### src/rtl/fetch_unit.sv
// Instruction fetch stage: owns the PC, issues one word read at a time to
// instruction memory over req/ack, and hands each fetched word (with its PC)
// to decode through a single valid/ready output register. Execute-stage
// redirects replace the PC and squash any read still outstanding.
`ifndef W_CPU
`define W_CPU 32
`endif

module fetch_unit #(
  parameter int          W        = `W_CPU,
  parameter logic [W-1:0] RESET_PC = W'(32'h0040_0000)
) (
  input  logic         clk,
  input  logic         rst,
  output logic         imem_req,
  output logic [W-1:0] imem_addr,
  input  logic         imem_ack,
  input  logic [W-1:0] imem_rdata,
  output logic         inst_valid,
  input  logic         inst_ready,
  output logic [W-1:0] inst,
  output logic [W-1:0] inst_pc,
  input  logic         redir_valid,
  input  logic [W-1:0] redir_pc,
  output logic         fetch_fault,
  output logic [31:0]  fetch_count
);

  typedef enum logic [1:0] {
    ISSUE = 2'd0,
    WAIT  = 2'd1,
    HOLD  = 2'd2,
    FAULT = 2'd3
  } state_e;

  state_e       state_q, state_d;
  logic [W-1:0] pc_q, pc_d;
  logic         squash_q, squash_d;
  logic         req_q, req_d;
  logic [W-1:0] addr_q, addr_d;
  logic         valid_q, valid_d;
  logic [W-1:0] inst_q, inst_d;
  logic [W-1:0] ipc_q, ipc_d;
  logic         fault_q, fault_d;
  logic [31:0]  count_q, count_d;

  // An ack only means something while a request is actually outstanding.
  logic ack;
  assign ack = req_q & imem_ack;

  // Next-state logic; a redirect overrides normal sequencing in every state.
  always_comb begin
    state_d  = state_q;
    pc_d     = pc_q;
    squash_d = squash_q;
    req_d    = req_q;
    addr_d   = addr_q;
    valid_d  = valid_q;
    inst_d   = inst_q;
    ipc_d    = ipc_q;
    fault_d  = fault_q;
    count_d  = count_q;

    if (redir_valid) begin
      pc_d    = redir_pc;
      valid_d = 1'b0;
      if (state_q == WAIT) begin
        if (ack) begin
          // Read completes on the redirect edge: just drop the data.
          req_d    = 1'b0;
          squash_d = 1'b0;
          state_d  = ISSUE;
        end else begin
          // Read still in flight: remember to throw its data away. A single
          // flag suffices since only one request can be outstanding.
          squash_d = 1'b1;
        end
      end else begin
        req_d   = 1'b0;
        state_d = ISSUE;
      end
    end else begin
      unique case (state_q)
        ISSUE: begin
          if (pc_q[1:0] != 2'b00) begin
            fault_d = 1'b1;
            state_d = FAULT;
          end else begin
            req_d   = 1'b1;
            addr_d  = pc_q;
            state_d = WAIT;
          end
        end
        WAIT: begin
          if (ack) begin
            req_d = 1'b0;
            if (squash_q) begin
              squash_d = 1'b0;
              state_d  = ISSUE;
            end else begin
              inst_d  = imem_rdata;
              ipc_d   = addr_q;
              valid_d = 1'b1;
              pc_d    = pc_q + W'(4);
              state_d = HOLD;
            end
          end
        end
        HOLD: begin
          if (valid_q && inst_ready) begin
            valid_d = 1'b0;
            count_d = count_q + 32'd1;
            state_d = ISSUE;
          end
        end
        FAULT: begin
          req_d   = 1'b0;
          valid_d = 1'b0;
        end
        default: state_d = ISSUE;
      endcase
    end
  end

  // State register with synchronous reset that dominates every other input.
  always_ff @(posedge clk) begin
    if (rst) begin
      state_q  <= ISSUE;
      pc_q     <= RESET_PC;
      squash_q <= 1'b0;
      req_q    <= 1'b0;
      addr_q   <= '0;
      valid_q  <= 1'b0;
      inst_q   <= '0;
      ipc_q    <= '0;
      fault_q  <= 1'b0;
      count_q  <= 32'd0;
    end else begin
      state_q  <= state_d;
      pc_q     <= pc_d;
      squash_q <= squash_d;
      req_q    <= req_d;
      addr_q   <= addr_d;
      valid_q  <= valid_d;
      inst_q   <= inst_d;
      ipc_q    <= ipc_d;
      fault_q  <= fault_d;
      count_q  <= count_d;
    end
  end

  assign imem_req    = req_q;
  assign imem_addr   = addr_q;
  assign inst_valid  = valid_q;
  assign inst        = inst_q;
  assign inst_pc     = ipc_q;
  assign fetch_fault = fault_q;
  assign fetch_count = count_q;

endmodule

### config.mk
export PLATFORM = sky130hd
export DESIGN_NAME = fetch_unit
export DESIGN_NICKNAME = d
export VERILOG_FILES = /design/src/rtl/fetch_unit.sv
export SDC_FILE = /design/constraint.sdc
export NUM_CORES = 1
export LEC_CHECK = 0
export CORE_MARGIN = 1.5
export CORE_UTILIZATION = 43
export DETAILED_ROUTE_END_ITERATION = 12
export GPL_TIMING_DRIVEN = 0
export PLACE_DENSITY = 0.76
export REMOVE_ABC_BUFFERS = 1
export SYNTH_ARGS = -nofsm -noshare
export SYNTH_HDL_FRONTEND = slang
export SYNTH_SLANG_ARGS = --single-unit
### constraint.sdc
create_clock -name clk -period 1.7 [get_ports clk]
set_input_delay 0.51 -clock clk [delete_from_list [all_inputs] [get_ports clk]]
set_output_delay 0.51 -clock clk [all_outputs]
set_load 0.005 [all_outputs]
Yosys cells after proc, flatten, opt, wreduce, memory -nomap -nowiden. Cells that the tools add are included.

$add $sub $neg: 2. Equal/unequal tests: 9. Mux-type cells: 26. Bitwise gates (word level): 4. Reduce and logical (&&, ||, !) cells: 18.

Operators with widths (count): $mux 32 (4); $add 32x1->32 const B (1); $add 32x3->32 const B (1); $reduce_and 3->1 (5); $mux 2 (7); $mux 1 (12); $ne 2x2->1 const B (4); $reduce_and 4->1 (2); $reduce_bool 4->1 (2); $ne 3x3->1 const B (2); $pmux 1 s3 (2); $pmux 2 s3 (1); $reduce_bool 2->1 (3); $eq 2x2->1 const B (2); $reduce_and 2->1 (2); $not 1->1 (3); $reduce_bool 3->1 (1); $eq 2x1->1 const B (1); $logic_not 2->1 (1); $reduce_or 2->1 (1); $and 1x1->1 (1); $logic_and 1x1->1 (1).

Flip-flop bits (word level): 166. Output and inout port bits: 131. Word-level logic and storage cells: 69.

Logic depth before layout (Yosys ltp).
Depth after elaboration: 5. Gate-level depth with buffers: 9. Gate-level depth less buffers: 7.

Worst setup path before layout. OpenSTA, ideal clock, no wires.

Path kind: register -> register. From: register state_q[1]. To: register ipc_q[25], in the netlist inst_pc[25]. Setup time: 70 ps. Arrival: 1779 ps. Data required time: 1630 ps. Slack: -149 ps. Stages on the path, launching flop included: 10. Period minus slack after synthesis: 1849 ps. Cell sequence: dfxtp_1 -> inv_1 -> ha_1 -> buf_2 -> and4b_1 -> buf_2 -> nand2_1 -> clkbuf_1 -> nand2_1 -> a21oi_1.

Word-level cells in the longest chain between the ends: 2.

Ends and longest elaborated chain: start: declaration (RTL line 36) `state_e state_q, state_d;`; start signal: assignment (RTL line 139) `state_q <= state_d;`; $eq 2x1->1 (RTL line 83) `unique case (state_q)`; $reduce_and 4->1 (no line); end signal: assignment (RTL line 146) `ipc_q <= ipc_d;`; end: declaration (RTL line 43) `logic [W-1:0] ipc_q, ipc_d;`.

No other way between the ends. A chain may end at the register's enable or synchronous reset.

Final worst setup path.
From: register count_q[25], in the netlist fetch_count[25]. To: output port fetch_count[25].

RTL lines: start: declaration (RTL line 45) `logic [31:0] count_q, count_d;`; start signal: assignment (RTL line 148) `count_q <= count_d;`; end: declaration (RTL line 26) `output logic [31:0] fetch_count`.

No word-level cell between the ends.

==> summary.md <==
| Metric | Value |
|---|---|
| Drt drc | 0 |
| Post-route setup TNS | -4690 ps |
| Final setup fails | 73 |
| CP startpoint kind | flip-flop |
| DR WL/cell | about 18 um |
| Grt met2 use | 0.402 |
| Initial DRC Count | 425 |
| HP Class | flip-flop to flip-flop |
| Synthesized flop and latch total | 166 |
| Failing checks | negative setup slack |
| Clock skew | 8.77 ps |
| CTS buffer count | 17 |
| Clk_lat worst skew | roughly 430 ps |
| Slew HR | 0.613 |
| Die ar. | 16800 sq um |
| Clock-pin slew on the worst setup and hold paths | 60 ps |
| Die width | 130 um |
| GRT busiest layer | met2 |
| GP Congestion | 0.806 |
| CP bufs+invs | 1 |
| Mapped Area | 6900 sq um |
| Root Driver | clkbuf_16 |
| CTS tree | yes |
| Total number of H-tree levels | 4 |
| Congestion Overflow GR | 0 |
| FILL cells | 1265 |
| Antenna violations before repair | 1 |
| NumNets Final | roughly 1200 |
| Total power | 9300 uW |
| Core Rows | 46 |
| Vias in the first global route | 6119 |
| Post-DP HPWL | around 12000 um |
| Power Dens Cells | 845 nW/um^2 |
| M1 GR Usage | 0.296 |
| Fmax | 535 MHz |
| Most common cell after layout, fill and taps aside | nand2_1 |
| Met3 usage | 0.0586 |
| Fin crit period | 1870 ps |
| Synth cell types | 46 |
| Initial Util | 0.438 |
| Kind of critical path | flip-flop to output port |
| Most frequent cells in the layout | nand2_1 (177), dlygate4sd2_1 (132), a21oi_1 (112) |
| LEAKAGE | 0.00469 uW |
| Max_cap viols | 0 |
| Pin count of the biggest net entering global routing | 99 |
| Unrepaired setup endpoints after global routing | yes |
| Sequential share of the synthesized area | 0.482 |
| Core Region | 15800 sq um |
| Ant. Diodes | 0 |
| Crit-path cells | clkdlybuf4s50_1 |
| # hold bufs at CTS | 0 |
| Crit path max-delay family | buffers and inverters |
| Final Cycle Share | 1.10 |
| Ys flop type | dfxtp_1 |
| Slew Viols, Final | 0 |
| Synth warn | 0 |
| Min-delay src | inst[31] |
| Worst-Margin Slew | approximately 580 ps |
| Req. time, crit path | ~1200 ps |
| Fin util | 0.698 |
| Routed Antenna Nets | 0 |
| Vias | 6887 |
| Total Wirelength | 22900 um |
| Number of port buffers | 199 |
| DRT Pass-1 Iters | 5 |
| DP Worst Slack | -2560 ps |
| Critical Path Sink Type | output port |
| Layout area overhead | 59.5% |
| Worst Setup SP | fetch_count[25] |
| Critical path peak fanout | 4 |
| Cells after synthesis | roughly 850 |
| Number of flops mapped to enable cells by yosys | 0 |
| CTS sink count | 166 |
| Min Hold Slack | roughly 450 ps |
| Vias per inst | 5.26 |
| Outcome | finished with violations |
| Mean Syn Cell Area | 8.15 sq um |
| CTS max path bufs | 2 |
| Hold Vio Cnt, Final | 0 |
| VDD IR max | 669 uV |
| Worst setup margin | -167 ps |
| Worst reg2reg path startpoint | state_q[0] |
| Die Span Y | 130 um |
| Gr usage total | 0.237 |
| I/O pins | 200 |
| Post-synth ARST share | 0 |
| Arrival @ worst endpoint | 1360 ps |
| First-pass GRT wire length | 31100 um |
| Highest-delay cell along the critical path | clkdlybuf4s50_1 |
| CP peak stage delay | about 530 ps |
| Layout cells sized above 1 | 0.254 |
through the flow:
step,std cells,cell area (sq um)
finish,1310,11000
global route,1310,11000
CTS,1281,10100
detailed placement,1211,9040
global placement,1206,8940
floorplan,791,6670
path summary, 6_finish.rpt:
kind | slack [ps] | endpoint | cells past startpoint
setup / recovery | -170 | fetch_count[25] | 1
hold reg to reg | 450 | inst[31] | 2
setup reg to reg | -150 | fetch_count[25] | 7
hold / removal | 450 | inst[31] | 2
flip-flops by register name, indices dropped and copies added (netlist names):
register,count
squash_q,1
fetch_count,32
imem_addr,32
inst_pc,32
inst_valid,1
pc_q,32
imem_req,1
state_q,2
fetch_fault,1
inst,32
area by class of cell:
cell class              count  area, sq um  area share
inverters                   9         43.8     0.00398
flip-flops and latches    166         3430       0.312
repair buffers            267         2660       0.241
clock inverters            14          125      0.0114
clock buffers              18          439      0.0399
multi-input cells         620         4040       0.367
well taps                 216          270      0.0246
cells by family after synthesis:
family,after synthesis,share of synthesized area
AOI/OAI and AO/OA,152,0.121
xor gates and xnor gates,55,0.0698
adders and majority gates,6,0.0109
buffers and inverters,65,0.0379
DFF,166,0.482
muxes,3,0.00435
and+or+nand+nor,400,0.274
worst register-to-register path, stage by stage, from the launching register on:
cell	delay (ps)
dfxtp_4	360
inv_4	70
ha_4	120
and4b_2	280
nand4_1	180
or4_4	520
xor2_1	140
nor2_1	60
layer usage:
| metal | vias to the layer above | routed length (um) |
|---|---|---|
| met5 | - | 0 |
| met2 | 241 | 11300 |
| met4 | 0 | 522 |
| li1 | 3344 | - |
| met1 | 3264 | 9620 |
| met3 | 38 | 1510 |
report_power, final:
part / internal, uW / switching (uW)
Clock: 2070 / 1670
Combinational: 677 / 693
Sequential: 4030 / 163
Total: 6770 / 2520
Yosys cell counts (2+ instances only):
cell type / number / area [sq um]
a211oi_1: 19 / 143
a21oi_1: 115 / 576
a311oi_1: 2 / 17.5
and2_1: 10 / 62.6
and3_1: 9 / 56.3
and4_1: 8 / 70.1
and4_4: 2 / 22.5
and4b_1: 2 / 20.0
buf_1: 4 / 15.0
buf_2: 8 / 40.0
clkbuf_1: 43 / 161
dfxtp_1: 166 / 3320
ha_1: 6 / 75.1
inv_1: 8 / 30.0
mux2i_1: 3 / 30.0
nand2_1: 219 / 822
nand3_1: 24 / 120
nand3b_1: 3 / 22.5
nand4_1: 13 / 81.3
nand4_4: 2 / 42.5
nor2_1: 62 / 233
nor2b_1: 2 / 12.5
nor3_1: 13 / 65.1
nor3_2: 5 / 50.1
nor3b_1: 3 / 22.5
nor4_1: 6 / 37.5
nor4_2: 6 / 75.1
o21ai_0: 7 / 35.0
o21bai_1: 2 / 15.0
o22ai_1: 2 / 12.5
or3_1: 5 / 31.3
xnor2_1: 36 / 315
xor2_1: 19 / 166
what timing repair did:
| item | in CTS | in global routing |
|---|---|---|
| cloned | 5 | 12 |
| setup buffers | 34 | 21 |
| gates resized for setup | 261 | 124 |
| endpoints found under the hold margin | 0 | 0 |
| setup endpoints to repair | 294 | 122 |
| pin swaps | 25 | 55 |
No activity file was read; power rests on OpenSTA's default activity.
